===== src/rtl/mac_seq_ctrl.sv =====
// Control sequencer for the shift-and-add multiply-accumulate datapath: load, WIDTH shift/add steps, write-back.
// Optional MAC_OVF_DETECT_EN adds acc_carry input and a sticky acc_ovf flag.
module mac_seq_ctrl #(
  parameter int WIDTH = 8,
  parameter int CNT_W = 3
) (
  input  logic             CLK,
  input  logic             CLR,
  input  logic             start,
  input  logic             acc_clr,
  input  logic             mplr_lsb,
  output logic             ld_operands,
  output logic             ld_acc_zero,
  output logic             add_en,
  output logic             shift_en,
  output logic             acc_wr,
  output logic             busy,
  output logic             done,
  output logic [CNT_W-1:0] count
`ifdef MAC_OVF_DETECT_EN
  ,
  input  logic             acc_carry,
  output logic             acc_ovf
`endif
);

  // state  | meaning
  // IDLE   | waiting for start / acc_clr
  // CLRACC | clearing accumulator, optional pending start
  // LOAD   | loading operands, clearing partial product
  // CALC   | one shift/conditional-add per cycle, count = bit index
  // ACCUM  | adding product into accumulator
  // DONE   | one-cycle completion pulse
  typedef enum logic [2:0] {
    IDLE, CLRACC, LOAD, CALC, ACCUM, DONE
  } state_t;

  localparam logic [CNT_W-1:0] LAST = CNT_W'(WIDTH - 1);

  state_t state;
  logic   start_pend;

  // Output flags are registered alongside the state they belong to.
  always_ff @(posedge CLK) begin
    if (CLR) begin
      state       <= IDLE;
      count       <= '0;
      start_pend  <= 1'b0;
      ld_operands <= 1'b0;
      ld_acc_zero <= 1'b0;
      shift_en    <= 1'b0;
      acc_wr      <= 1'b0;
      busy        <= 1'b0;
      done        <= 1'b0;
    end else begin
      ld_operands <= 1'b0;
      ld_acc_zero <= 1'b0;
      shift_en    <= 1'b0;
      acc_wr      <= 1'b0;
      busy        <= 1'b0;
      done        <= 1'b0;
      case (state)
        IDLE: begin
          count <= '0;
          if (acc_clr) begin
            state       <= CLRACC;
            start_pend  <= start;
            ld_acc_zero <= 1'b1;
          end else if (start) begin
            state       <= LOAD;
            ld_operands <= 1'b1;
            busy        <= 1'b1;
          end
        end
        CLRACC: begin
          start_pend <= 1'b0;
          if (start_pend) begin
            state       <= LOAD;
            ld_operands <= 1'b1;
            busy        <= 1'b1;
          end else begin
            state <= IDLE;
          end
        end
        LOAD: begin
          state    <= CALC;
          count    <= '0;
          shift_en <= 1'b1;
          busy     <= 1'b1;
        end
        CALC: begin
          busy <= 1'b1;
          if (count == LAST) begin
            state  <= ACCUM;
            count  <= '0;
            acc_wr <= 1'b1;
          end else begin
            count    <= count + 1'b1;
            shift_en <= 1'b1;
          end
        end
        ACCUM: begin
          state <= DONE;
          count <= '0;
          done  <= 1'b1;
        end
        DONE: begin
          state <= IDLE;
          count <= '0;
        end
        default: begin
          state <= IDLE;
          count <= '0;
        end
      endcase
    end
  end

  // shift_en is high exactly in CALC, so this gates the add to CALC only.
  assign add_en = shift_en & mplr_lsb;

`ifdef MAC_OVF_DETECT_EN
  always_ff @(posedge CLK) begin
    if (CLR || ld_acc_zero) begin
      acc_ovf <= 1'b0;
    end else if (acc_wr && acc_carry) begin
      acc_ovf <= 1'b1;
    end
  end
`endif

endmodule


===== config.mk =====
export PLATFORM = sky130hd
export DESIGN_NAME = mac_seq_ctrl
export DESIGN_NICKNAME = d
export VERILOG_FILES = /design/src/rtl/mac_seq_ctrl.sv
export SDC_FILE = /design/constraint.sdc
export NUM_CORES = 1
export LEC_CHECK = 0
export ABC_AREA = 1
export CAP_MARGIN = 20
export CORE_AREA = 10 10 47 49
export DETAILED_ROUTE_END_ITERATION = 10
export DIE_AREA = 0 0 57 59
export HOLD_SLACK_MARGIN = 0.1
export PLACE_DENSITY = 0.7
export SETUP_SLACK_MARGIN = 0.5
export SLEW_MARGIN = 20
export SYNTH_ARGS = -nofsm -noshare
export SYNTH_HDL_FRONTEND = slang
export SYNTH_SLANG_ARGS = --single-unit

===== constraint.sdc =====
create_clock -name CLK -period 1.4 [get_ports CLK]
set_clock_uncertainty 0.05 [all_clocks]
set_input_delay 0.21 -clock CLK [delete_from_list [all_inputs] [get_ports CLK]]
set_output_delay 0.21 -clock CLK [all_outputs]
set_load 0.005 [all_outputs]

==> metrics <==
number of vias after detailed routing=547; simple-gate share of the synthesized area=0.293; Setup-failing EPs final=0; cell occurring most often along the worst timing path=ha_4; remaining antenna violation count after routing=0; die width=57 µm; post-detailed-route via-to-cell ratio=4.84; peak clock frequency supported by timing=799 MHz; Final Hold Vio Count=0; maximum count of clock buffers along a single path=2; router iterations before antenna repair=4; top cell type's share of synthesized area=0.476; number of top-level design ports=15; count of clock tree sinks=13; first-pass GRT wire length=2340 µm; RSZ-0062 raised after global routing=true; number of global-route vias before repair=568; nature of the critical path endpoint=flop; max cap viols=0; maximum number of pins on one net before global-route repair=8; final WL=1430 µm; net count after synthesis=76; most common library cell in the layout ignoring fill and taps=buf_6; Clock Pin Slew Worst Setup and Hold Paths=0.08 ns; Post-Synthesis Mean Instance Area=7.92 µm²; share of the cycle needed by the critical path after routing=0.894; CP Data Required Time=1.53 ns; Post-Synth Adder-Cell Area=0.0458; global placer's final weighted congestion=0.846; sequential-to-total area share from yosys stat=0.476; clock root buffer master=clkbuf_4; xor and xnor area share after synthesis=0; clock network latency to the later pin of the worst-skew pair=0.28 ns; nets@finish=105; DRC violations left=0; total standard cell area after synthesis=547 µm²; count of input and output buffers=14; per-cell routed wire length=12.6 µm; Unique masters post-synth=18; shortest period the worst path allows=1.25 ns; cell leakage power=0.000411 µW; Critical Path AT=1.38 ns; startpoint of the worst setup timing path=count[1]; number of CTS-inserted buffers=3; Gate Count Post-Synth=69; Slowest cell on crit path=dfxtp_2; DP HPWL=1010 µm; Hold Path Class=primary input to flop; worst rel slew slack=0.826; core region area=0.00140 mm²; Crit Reg-Reg Startpoint=count[1]; cell type contributing the most total cell area after synthesis=dfxtp_1; beginning of the worst hold path=CLR; count of standard-cell rows=14; synth top area cells=dfxtp_1 48%, a21oi_1 7.3%, nand2_1 6.9%, inv_1 6.2%, ha_1 4.6%; maximum single-stage delay on the critical path=0.33 ns; Worst Setup Slack, final=0.148 ns; complex-gate fraction of the synthesized area=0.108; clock tree from TritonCTS=done; area growth from synthesis to layout=66.8%; Chip Height=59 µm; initial antenna violation count=0; H-tree depth=1; outcome=finished clean; commonest non-fill, non-tap cells in the layout=10 x buf_6, 8 x nand2_1, 6 x inv_1, 6 x nor2_1, 6 x buf_4; Crit Path Max Fanout=2; flip-flop and latch count after synthesis=13; total routing usage reported by global routing=0.0877; Post-Place Worst Slack=-0.110 ns; worst voltage drop across the vdd grid=0.753 mV; total congestion overflow=0; Worst Setup Path Type=flop to flop; cell breakdown of the critical path=buf_6 > ha_4 > ha_4 > nor3_4 > nor2_2 > nand2_1 > a21oi_1; Diodes inserted=0; fraction of final layout cells sized beyond drive strength 1=0.567; power density of the placed cells=1190 mW/mm²; total design power=1090 µW; count of routing violations after the opening detailed-route iteration=8; slew at the pin with the worst max-slew slack=0.261 ns; number of buffers added to fix hold violations after cts=0; category of the worst setup path launch point=flop; count of yosys warnings during synthesis=0; total die area=0.00336 mm²; multiplexer fraction of the synthesized cell area=0; fin util=0.651; Initial Util=0.390; combinational family with the most area after synthesis=simple AND/OR/NAND/NOR gates; pins over their slew limit=0
## through the flow
stage / area (µm²) / hold slack, ns / TNS, ns / cells
after global placement: 759 / 0.425 / -0.0974 / 99
final: 912 / 0.202 / 0 / 113
after detailed placement: 759 / 0.433 / -0.110 / 99
after global routing: 912 / 0.208 / 0 / 113
after CTS: 833 / 0.456 / 0 / 110
after floorplan: 597 / 0.307 / 0 / 69
## power breakdown
group | total (µW) | switching (µW) | internal, µW
sequential | 479 | 52.6 | 426
clock | 237 | 126 | 111
combinational | 371 | 196 | 176
total | 1090 | 374 | 713
## routing by layer
layer	wire [µm]	vias to the layer above	part of all wire	GRT usage
met4	34	0	0.024	0.0604
li1	-	280	-	-
met5	0	-	0	0
met3	167	3	0.12	0.0429
met2	691	18	0.48	0.152
met1	534	246	0.37	0.0792
## critical path, delay by kind of cell (launching register included)
| family | cells | cell delay [ns] |
|---|---|---|
| adder cells (fa/ha/maj) | 2 | 0.32 |
| AO/OA/AOI/OAI | 1 | 0.06 |
| flip-flops | 1 | 0.33 |
| AND/OR/NAND/NOR | 3 | 0.29 |
| buffers and inverters | 1 | 0.11 |
## repair_timing
item                       CTS  global route
setup endpoints to repair   21            23
hold endpoints to repair     0             0
pin swaps                    5             7
gates resized for setup     51            18
buffers inserted             7             3
gates cloned                 0             0
## synthesized netlist by cell type
library cell	n
a21oi_1	8
a21oi_2	1
buf_2	1
dfxtp_1	13
ha_1	2
inv_1	9
inv_2	1
nand2_1	10
nand2_2	2
nand2b_1	1
nand3_1	5
nand4_1	1
nor2_1	6
nor2_2	3
nor2_4	1
nor3_1	2
nor3_2	1
o21ai_0	2
## cell families after synthesis
family / Yosys count
AO/OA/AOI/OAI: 11
adder cells (fa/ha/maj): 2
buffers and inverters: 11
flip-flops: 13
AND/OR/NAND/NOR: 32
## flip-flops by register name (all words and copies together) (netlist names)
register / flops
busy: 1
state: 3
start_pend: 1
done: 1
shift_en: 1
count: 3
acc_wr: 1
ld_acc_zero: 1
ld_operands: 1
## final cells by class
type,instances,area (µm²)
Multi-Input combinational cell,45,324
Sequential cell,13,280
Tap cell,16,20.0
Timing Repair Buffer,25,224
Clock buffer,4,26.3
Inverter,10,37.5
Fill cell,132,489
## path summary, 6_finish.rpt
kind	cells after the start	end	slack [ns]
hold / removal	2	ld_acc_zero	0.20
setup reg to reg	7	state[1]	0.15
setup / recovery	7	state[1]	0.15
hold reg to reg	1	shift_en	0.46
(Power assumes the default switching activity.)
